===== src/rtl/uart_rx_pkg.sv =====
// Shared types and constants for the UART receive path: FSM states and the
// per-prescale bit-boundary and consume-edge positions.
package uart_rx_pkg;

  typedef enum logic [2:0] {
    IDLE,
    START,
    DATA,
    PARITY,
    STOP
  } rx_state_e;

  // Edge at which the sampler's registered majority vote is valid.
  localparam int unsigned CONSUME_EDGE_PS8  = 6;
  localparam int unsigned CONSUME_EDGE_PS16 = 10;
  localparam int unsigned CONSUME_EDGE_PS32 = 17;

  function automatic int unsigned consume_edge(input int unsigned prescale);
    case (prescale)
      16:      return CONSUME_EDGE_PS16;
      32:      return CONSUME_EDGE_PS32;
      default: return CONSUME_EDGE_PS8;
    endcase
  endfunction

  function automatic int unsigned prescale_wrap(input int unsigned prescale);
    case (prescale)
      16:      return 15;
      32:      return 31;
      default: return 7;
    endcase
  endfunction

endpackage


===== src/rtl/uart_rx_edge_bit_counter.sv =====
// Oversample edge counter wrapping at the bit boundary, plus the data-bit
// counter with explicit clear and increment controls.
module uart_rx_edge_bit_counter #(
  parameter int EDGE_W = 5,
  parameter int BIT_W  = 4
) (
  input  logic              i_clk,
  input  logic              i_rst,
  input  logic              i_edge_clear,
  input  logic [EDGE_W-1:0] i_wrap,
  input  logic              i_bit_clear,
  input  logic              i_bit_inc,
  output logic [EDGE_W-1:0] o_edge_count,
  output logic              o_boundary,
  output logic [BIT_W-1:0]  o_bit_count
);

  logic [EDGE_W-1:0] edge_reg;
  logic [BIT_W-1:0]  bit_reg;

  always_ff @(posedge i_clk or posedge i_rst) begin
    if (i_rst) begin
      edge_reg <= '0;
    end else if (i_edge_clear || (edge_reg == i_wrap)) begin
      edge_reg <= '0;
    end else begin
      edge_reg <= edge_reg + 1'b1;
    end
  end

  always_ff @(posedge i_clk or posedge i_rst) begin
    if (i_rst) begin
      bit_reg <= '0;
    end else if (i_bit_clear) begin
      bit_reg <= '0;
    end else if (i_bit_inc) begin
      bit_reg <= bit_reg + 1'b1;
    end
  end

  assign o_edge_count = edge_reg;
  assign o_boundary   = (edge_reg == i_wrap);
  assign o_bit_count  = bit_reg;

endmodule


===== src/rtl/uart_rx_ctrl.sv =====
// UART receive controller: start detection, frame sequencing, LSB-first
// deserialization and parity/stop status reporting.
module uart_rx_ctrl
  import uart_rx_pkg::*;
#(
  parameter int PRESCALE_MAX = 32,
  parameter int BYTE_WIDTH   = 8,
  parameter int PS_W         = $clog2(PRESCALE_MAX) + 1,
  parameter int EDGE_W       = $clog2(PRESCALE_MAX)
) (
  input  logic                  i_clk,
  input  logic                  i_rst,
  input  logic                  i_rx_in,
  input  logic [PS_W-1:0]       i_prescale,
  input  logic                  i_par_en,
  input  logic                  i_par_typ,
  input  logic                  i_sampled_bit,
  output logic                  o_sampling_enable,
  output logic [EDGE_W-1:0]     o_edge_count,
  output logic [BYTE_WIDTH-1:0] o_data,
  output logic                  o_data_valid,
  output logic                  o_par_err,
  output logic                  o_stop_err,
  output logic                  o_busy
);

  localparam int BIT_W = $clog2(BYTE_WIDTH + 1);

  rx_state_e state_reg, state_next;

  logic [EDGE_W-1:0]     wrap_reg, consume_reg;
  logic [EDGE_W-1:0]     wrap_sel, consume_sel;
  logic [EDGE_W-1:0]     edge_count;
  logic [BIT_W-1:0]      bit_count;
  logic                  boundary, at_consume;
  logic                  par_en_reg, par_typ_reg, par_err_reg;
  logic [BYTE_WIDTH-1:0] shift_reg, data_reg;
  logic                  valid_reg, par_pulse_reg, stop_pulse_reg, busy_reg;

  logic edge_clear, bit_clear, bit_inc, shift_en, par_capture, frame_done;
  logic start_detect;

  always_comb begin
    wrap_sel    = EDGE_W'(prescale_wrap(32'(i_prescale)));
    consume_sel = EDGE_W'(consume_edge(32'(i_prescale)));
  end

  assign at_consume   = (edge_count == consume_reg);
  assign start_detect = (state_reg == IDLE) && !i_rx_in;

  always_comb begin
    state_next  = state_reg;
    bit_clear   = 1'b0;
    bit_inc     = 1'b0;
    shift_en    = 1'b0;
    par_capture = 1'b0;
    frame_done  = 1'b0;
    case (state_reg)
      IDLE: begin
        bit_clear = 1'b1;
        if (!i_rx_in) state_next = START;
      end
      START: begin
        // A high vote mid start bit means the falling edge was noise.
        if (at_consume && i_sampled_bit) begin
          state_next = IDLE;
        end else if (boundary) begin
          state_next = DATA;
          bit_clear  = 1'b1;
        end
      end
      DATA: begin
        shift_en = at_consume;
        if (boundary) begin
          bit_inc = 1'b1;
          if (bit_count == BIT_W'(BYTE_WIDTH - 1)) begin
            state_next = par_en_reg ? PARITY : STOP;
          end
        end
      end
      PARITY: begin
        par_capture = at_consume;
        if (boundary) state_next = STOP;
      end
      STOP: begin
        // Leave mid stop bit so a back-to-back start edge is not missed.
        if (at_consume) begin
          frame_done = 1'b1;
          state_next = IDLE;
        end
      end
      default: state_next = IDLE;
    endcase
  end

  assign edge_clear = (state_reg == IDLE) || (state_next == IDLE);

  uart_rx_edge_bit_counter #(
    .EDGE_W (EDGE_W),
    .BIT_W  (BIT_W)
  ) u_edge_bit_counter (
    .i_clk        (i_clk),
    .i_rst        (i_rst),
    .i_edge_clear (edge_clear),
    .i_wrap       (wrap_reg),
    .i_bit_clear  (bit_clear),
    .i_bit_inc    (bit_inc),
    .o_edge_count (edge_count),
    .o_boundary   (boundary),
    .o_bit_count  (bit_count)
  );

  always_ff @(posedge i_clk or posedge i_rst) begin
    if (i_rst) begin
      state_reg      <= IDLE;
      wrap_reg       <= '0;
      consume_reg    <= '0;
      par_en_reg     <= 1'b0;
      par_typ_reg    <= 1'b0;
      par_err_reg    <= 1'b0;
      shift_reg      <= '0;
      data_reg       <= '0;
      valid_reg      <= 1'b0;
      par_pulse_reg  <= 1'b0;
      stop_pulse_reg <= 1'b0;
      busy_reg       <= 1'b0;
    end else begin
      state_reg <= state_next;
      busy_reg  <= (state_next != IDLE);
      if (start_detect) begin
        wrap_reg    <= wrap_sel;
        consume_reg <= consume_sel;
        par_en_reg  <= i_par_en;
        par_typ_reg <= i_par_typ;
        par_err_reg <= 1'b0;
      end
      if (shift_en) shift_reg <= {i_sampled_bit, shift_reg[BYTE_WIDTH-1:1]};
      if (par_capture) par_err_reg <= i_sampled_bit ^ (^shift_reg) ^ par_typ_reg;
      if (frame_done) data_reg <= shift_reg;
      valid_reg      <= frame_done && i_sampled_bit && !par_err_reg;
      par_pulse_reg  <= frame_done && par_err_reg;
      stop_pulse_reg <= frame_done && !i_sampled_bit;
    end
  end

  assign o_sampling_enable = busy_reg;
  assign o_busy            = busy_reg;
  assign o_edge_count      = edge_count;
  assign o_data            = data_reg;
  assign o_data_valid      = valid_reg;
  assign o_par_err         = par_pulse_reg;
  assign o_stop_err        = stop_pulse_reg;

endmodule


===== config.mk =====
export PLATFORM = sky130hd
export DESIGN_NAME = uart_rx_ctrl
export DESIGN_NICKNAME = d
export VERILOG_FILES = /design/src/rtl/uart_rx_pkg.sv /design/src/rtl/uart_rx_edge_bit_counter.sv /design/src/rtl/uart_rx_ctrl.sv
export SDC_FILE = /design/constraint.sdc
export NUM_CORES = 1
export LEC_CHECK = 0
export CAP_MARGIN = 10
export CORE_MARGIN = 1
export CORE_UTILIZATION = 57
export CTS_CLUSTER_DIAMETER = 100
export DETAILED_ROUTE_END_ITERATION = 8
export PLACE_DENSITY_LB_ADDON = 0.3
export SYNTH_ARGS = -nofsm -noshare
export SYNTH_HDL_FRONTEND = slang
export SYNTH_SLANG_ARGS = --single-unit

===== constraint.sdc =====
create_clock -name i_clk -period 5.4 [get_ports i_clk]
set_input_delay 0.81 -clock i_clk [delete_from_list [all_inputs] [get_ports i_clk]]
set_output_delay 0.81 -clock i_clk [all_outputs]
set_load 0.005 [all_outputs]

After elaboration in Yosys (flattened, before gate mapping)
Cells that the tools add are included.

storage, ports and cells
  register bits = 45
  input port bits = 12
  output and inout bits = 18

operators by class
  add/sub/neg operators = 2
  equality and inequality tests = 9
  mux-type cells = 24
  bitwise logic cells = 2
  reductions and logical operators = 17

operators by type and width
  kind                                                             number
  3-bit 2-to-1 mux                                                 8
  5-bit one-hot mux with 2 select lines                            2
  3-bit one-hot mux with 5 select lines                            1
  5-bit == test                                                    2
  1-bit 2-to-1 mux                                                 9
  4-bit 2-to-1 mux                                                 2
  8-bit XOR reduction                                              1
  3-bit by 2-bit == test with 1-bit output, second input constant  2
  6-bit by 5-bit == test with 1-bit output, second input constant  1
  6-bit == test, second input constant                             1
  1-bit logical AND                                                6
  3-bit logical NOT                                                2
  5-bit by 1-bit adder with 5-bit output, second input constant    1
  5-bit 2-to-1 mux                                                 1
  4-bit by 1-bit adder with 4-bit output, second input constant    1
  4-bit by 3-bit == test with 1-bit output, second input constant  1
  2-bit nonzero test                                               2
  3-bit by 1-bit == test with 1-bit output, second input constant  1
  3-bit == test, second input constant                             1
  1-bit logical NOT                                                3
  3-bit nonzero test                                               1
  1-bit logical OR                                                 2
  1-bit one-hot mux with 2 select lines                            1
  1-bit bitwise XOR                                                2

Depth between registers and ports, before layout
  depth after elaboration = 8
  mapped depth = 6
  depth with buffers taken out = 5

Hierarchy
Synthesis repeated with hierarchy kept, for this count alone.

unflattened totals
  cells, all modules = 181
  area, all modules = 2029.4 µm²

modules (own cells, without submodules)
  module                    times used  cells each  area each (µm²)  seq. area each (µm²)
  uart_rx_ctrl              1           137         1564.0           800.8
  uart_rx_edge_bit_counter  1           44          465.4            225.2

Worst setup path after synthesis
OpenSTA, ideal clock, no wires.

  path type = flip-flop to flip-flop
  from = register u_edge_bit_counter.edge_reg[0] (netlist: u_edge_bit_counter.o_edge_count[0])
  to = register data_reg[0] (netlist: o_data[0])
  setup time = 125 ps
  arrival time = 1752 ps
  data required time = 5275 ps
  path slack = 3523 ps
  cell stages (with the launch flop) = 6
  buffers on the path = 0
  period minus slack after synthesis = 1877 ps
  cells stage by stage = dfrtp_1 -> or3_1 -> a211oi_2 -> and2_4 -> nand2_4 -> mux2_4

between the ends
  longest elaborated chain between the ends = 3

ends and longest elaborated chain
  what                    line                            source
  from (decl)             uart_rx_edge_bit_counter.sv:18  logic [EDGE_W-1:0] edge_reg;
  from (signal assigned)  uart_rx_edge_bit_counter.sv:27  edge_reg <= edge_reg + 1'b1;
  5-bit == test           uart_rx_ctrl.sv:48              assign at_consume = (edge_count == consume_reg);
  1-bit 2-to-1 mux        uart_rx_ctrl.sv:87              if (at_consume) begin
  1-bit 2-to-1 mux        uart_rx_ctrl.sv:58              case (state_reg)
  to (signal assigned)    uart_rx_ctrl.sv:139             if (frame_done) data_reg <= shift_reg;
  to (decl)               uart_rx_ctrl.sv:37              logic [BYTE_WIDTH-1:0] shift_reg, data_reg;

Every way passes these cells.
A chain may end at the register's enable or synchronous reset.

Final worst setup path
  from = register u_edge_bit_counter.edge_reg[2] (netlist: u_edge_bit_counter.o_edge_count[2])
  to = output o_edge_count[2]

RTL lines
  what       line                source
  to (decl)  uart_rx_ctrl.sv:19  output logic [EDGE_W-1:0] o_edge_count,

No word-level cell between the ends.

==> flow_metrics.env <==
export IMPL_status="finished clean"
export IMPL_synth_area_mm2=0.00196
export IMPL_drt_iter0_drc=102
export IMPL_wirelength_um=3620
export IMPL_critPathRequiredTime_ns=4.59
export IMPL_finalPower_w=0.000845
export IMPL_setup_tns_ns=0
export IMPL_cts_made_buffers=5
export IMPL_die_h_um=60.7
export IMPL_h_tree_depth=2
export IMPL_multi_input_area_um2=902
export IMPL_drc_errors=0
export IMPL_cp_top_family="buffers and inverters"
export IMPL_n_antenna_cell=0
export IMPL_layout_drive_gt1_share_pct=12.8
export IMPL_io_pins=30
export IMPL_holdCritStartpoint="par_err_reg"
export IMPL_postCtsSetupBuffers=0
export IMPL_instances_no_fill=247
export IMPL_cts_tree="done"
export IMPL_vias=1383
export IMPL_fin_skew_ns=0.0139
export IMPL_nFillCells=224
export IMPL_fin_crit_ns=2.29
export IMPL_crit_buf_inv=1
export IMPL_r2r_slack_ns=3.22
export IMPL_areaGrowthSynthToFinish_pct=21.5
export IMPL_seq_area_frac_synth_pct=52.3
export IMPL_grt_max_degree=42
export IMPL_dr_pass1_iters=4
export IMPL_r2r_end="u_edge_bit_counter.o_edge_count[2]"
export IMPL_fmax_mhz=437
export IMPL_rsz0062_at_grt="no"
export IMPL_synth_largest_area_cell="dfrtp_1"
export IMPL_async_reset_ff_share_pct=100
export IMPL_layout_commonest_cell="dfrtp_1"
export IMPL_grt_use_total_pct=23.3
export IMPL_cts_root_buf="clkbuf_4"
export IMPL_worstPathMaxFanout=7
export IMPL_rr_worst_depth=5
export IMPL_fin_util_pct=75.6
export IMPL_grt_pass1_wl_um=6040
export IMPL_synth_distinct_cells=38
export IMPL_start_kind="register"
export IMPL_fin_nets=216
export IMPL_clock_sinks=41
export IMPL_synth_top_area_share_pct=52.3
export IMPL_worstPathArrival_ns=1.48
export IMPL_ctsResizeCount=0
export IMPL_dieArea_mm2=0.00368
export IMPL_worstHoldPathCells=1
export IMPL_rows=20
export IMPL_die_x_um=60.7
export IMPL_dp_cells=239
export IMPL_fin_crit_sh_pct=42.4
export IMPL_core_mm2=0.00315
export IMPL_insertion_delay_ns=0.36
export IMPL_clkTransAtPathRegs_ns=0.13
export IMPL_vdd_ir_drop_max_mv=0.182
export IMPL_ys_warn_count=0
export IMPL_min_to="o_data_valid"
export IMPL_powerDensity_mw_per_mm2=355
export IMPL_min_path_type="reg -> reg"
export IMPL_path_depth=1
export IMPL_critPathCaptureType="output pin"
export IMPL_ant_nets=0
export IMPL_syn_avg_cell_area_um2=11.7
export IMPL_port_buffers=29
export IMPL_routed_via_density=5.60
export IMPL_gr_total_overflow=0
export IMPL_p_leak_nw=1.11
export IMPL_grt_pass1_vias=1313
export IMPL_final_cell_mix="dfrtp_1, clkdlybuf4s50_1, xnor2_1"
export IMPL_cap_violations=0
export IMPL_synth_edf_count=0
export IMPL_rr_startpoint="u_edge_bit_counter.o_edge_count[0]"
export IMPL_grt_antenna_before_repair=0
export IMPL_synthFlopType="dfrtp_1"
export IMPL_worstPathCellList="clkdlybuf4s50_1"
export IMPL_slew_viol_final=0
export IMPL_hold_viol=0
export IMPL_syn_nets=182
export IMPL_worst_pin_slew_ns=0.641
export IMPL_cp_slowest_cell="clkdlybuf4s50_1"
export IMPL_gp_congestion=0.818
export IMPL_critPathMaxStageDelay_ns=0.58
export IMPL_clockBufferDepth=2
export IMPL_post_drt_wl_per_cell_um=14.6
export IMPL_worstSetupPathType="reg -> out"
export IMPL_max_slew_margin_pct=56.9
export IMPL_initial_core_util_pct=62.2
export IMPL_synthCells=168
export IMPL_seqCellArea_mm2=0.00103
export IMPL_synthTopCellsByArea="dfrtp_1, xnor2_1, mux2_4"
export IMPL_setup_viol_count_final=0
export IMPL_hpwlAfterDp_um=2650
export IMPL_whs_ns=0.480
export IMPL_hold_buffers=0
export IMPL_synth_seq_cells=41
==> final cells by class <==
type                       instances  area share [%]
sequential                        41            43.0
multi-input combinational        119            37.8
timing repair buffer              30            12.5
tap                               44            2.31
clock inverter                     3            1.94
clock buffer                       5            1.57
inverter                           5           0.787
==> worst max-delay path by stage <==
stage	startpoint	to	slack, ns
6_report	u_edge_bit_counter.o_edge_count[2]	o_edge_count[2]	3.11
5_1_grt	u_edge_bit_counter.o_edge_count[2]	o_edge_count[2]	3.06
4_1_cts	u_edge_bit_counter.o_edge_count[2]	o_edge_count[2]	3.11
2_1_floorplan	u_edge_bit_counter.o_edge_count[0]	o_data[0]	3.52
3_5_place_dp	i_rx_in	u_edge_bit_counter.o_edge_count[2]	3.08
3_3_place_gp	i_rx_in	u_edge_bit_counter.o_edge_count[0]	3.15
==> where the power goes <==
| group | total (W) | internal, W | switching, W |
|---|---|---|---|
| Sequential | 0.000408 | 0.000349 | 0.0000589 |
| Clock | 0.000202 | 0.0000980 | 0.000104 |
| Combinational | 0.000235 | 0.000119 | 0.000116 |
| Total | 0.000845 | 0.000566 | 0.000279 |
==> synthesized netlist by cell type (3+ instances only) <==
| cell type | instances |
|---|---|
| dfrtp_1 | 41 |
| xnor2_1 | 16 |
| nand2_1 | 15 |
| nor2_1 | 14 |
| mux2_1 | 8 |
| mux2_4 | 8 |
| nand3_1 | 8 |
| a21oi_1 | 5 |
| inv_1 | 5 |
| nand2b_1 | 4 |
| xor2_1 | 4 |
| a21o_1 | 3 |
| nor3_1 | 3 |
==> per-stage QoR <==
stage | setup WS [ns] | instance area, µm²
2_1_floorplan | 3.52 | 1960
3_5_place_dp | 3.08 | 2300
3_3_place_gp | 3.15 | 2300
4_1_cts | 3.11 | 2380
5_1_grt | 3.06 | 2380
6_report | 3.11 | 2380
==> per-layer routing <==
metal / track usage (%) / routed length [µm] / part of all wire (%) / vias to the layer above
met5: 0 / 0 / 0 / -
met4: 10.7 / 74 / 2.0 / 0
met3: 5.54 / 198 / 5.5 / 7
met2: 34.5 / 1700 / 47 / 43
met1: 32.6 / 1640 / 45 / 682
li1: - / - / - / 651
==> cell families after synthesis <==
kind of cell	count (synthesis)	share of synthesized area [%]
AOI/OAI and AO/OA	19	7.59
xor gates and xnor gates	20	8.93
DFF	41	52.3
muxes	18	11.7
adders and majority gates	2	1.28
and+or+nand+nor	60	16.5
buffers and inverters	8	1.72
(Power assumes the default switching activity.)
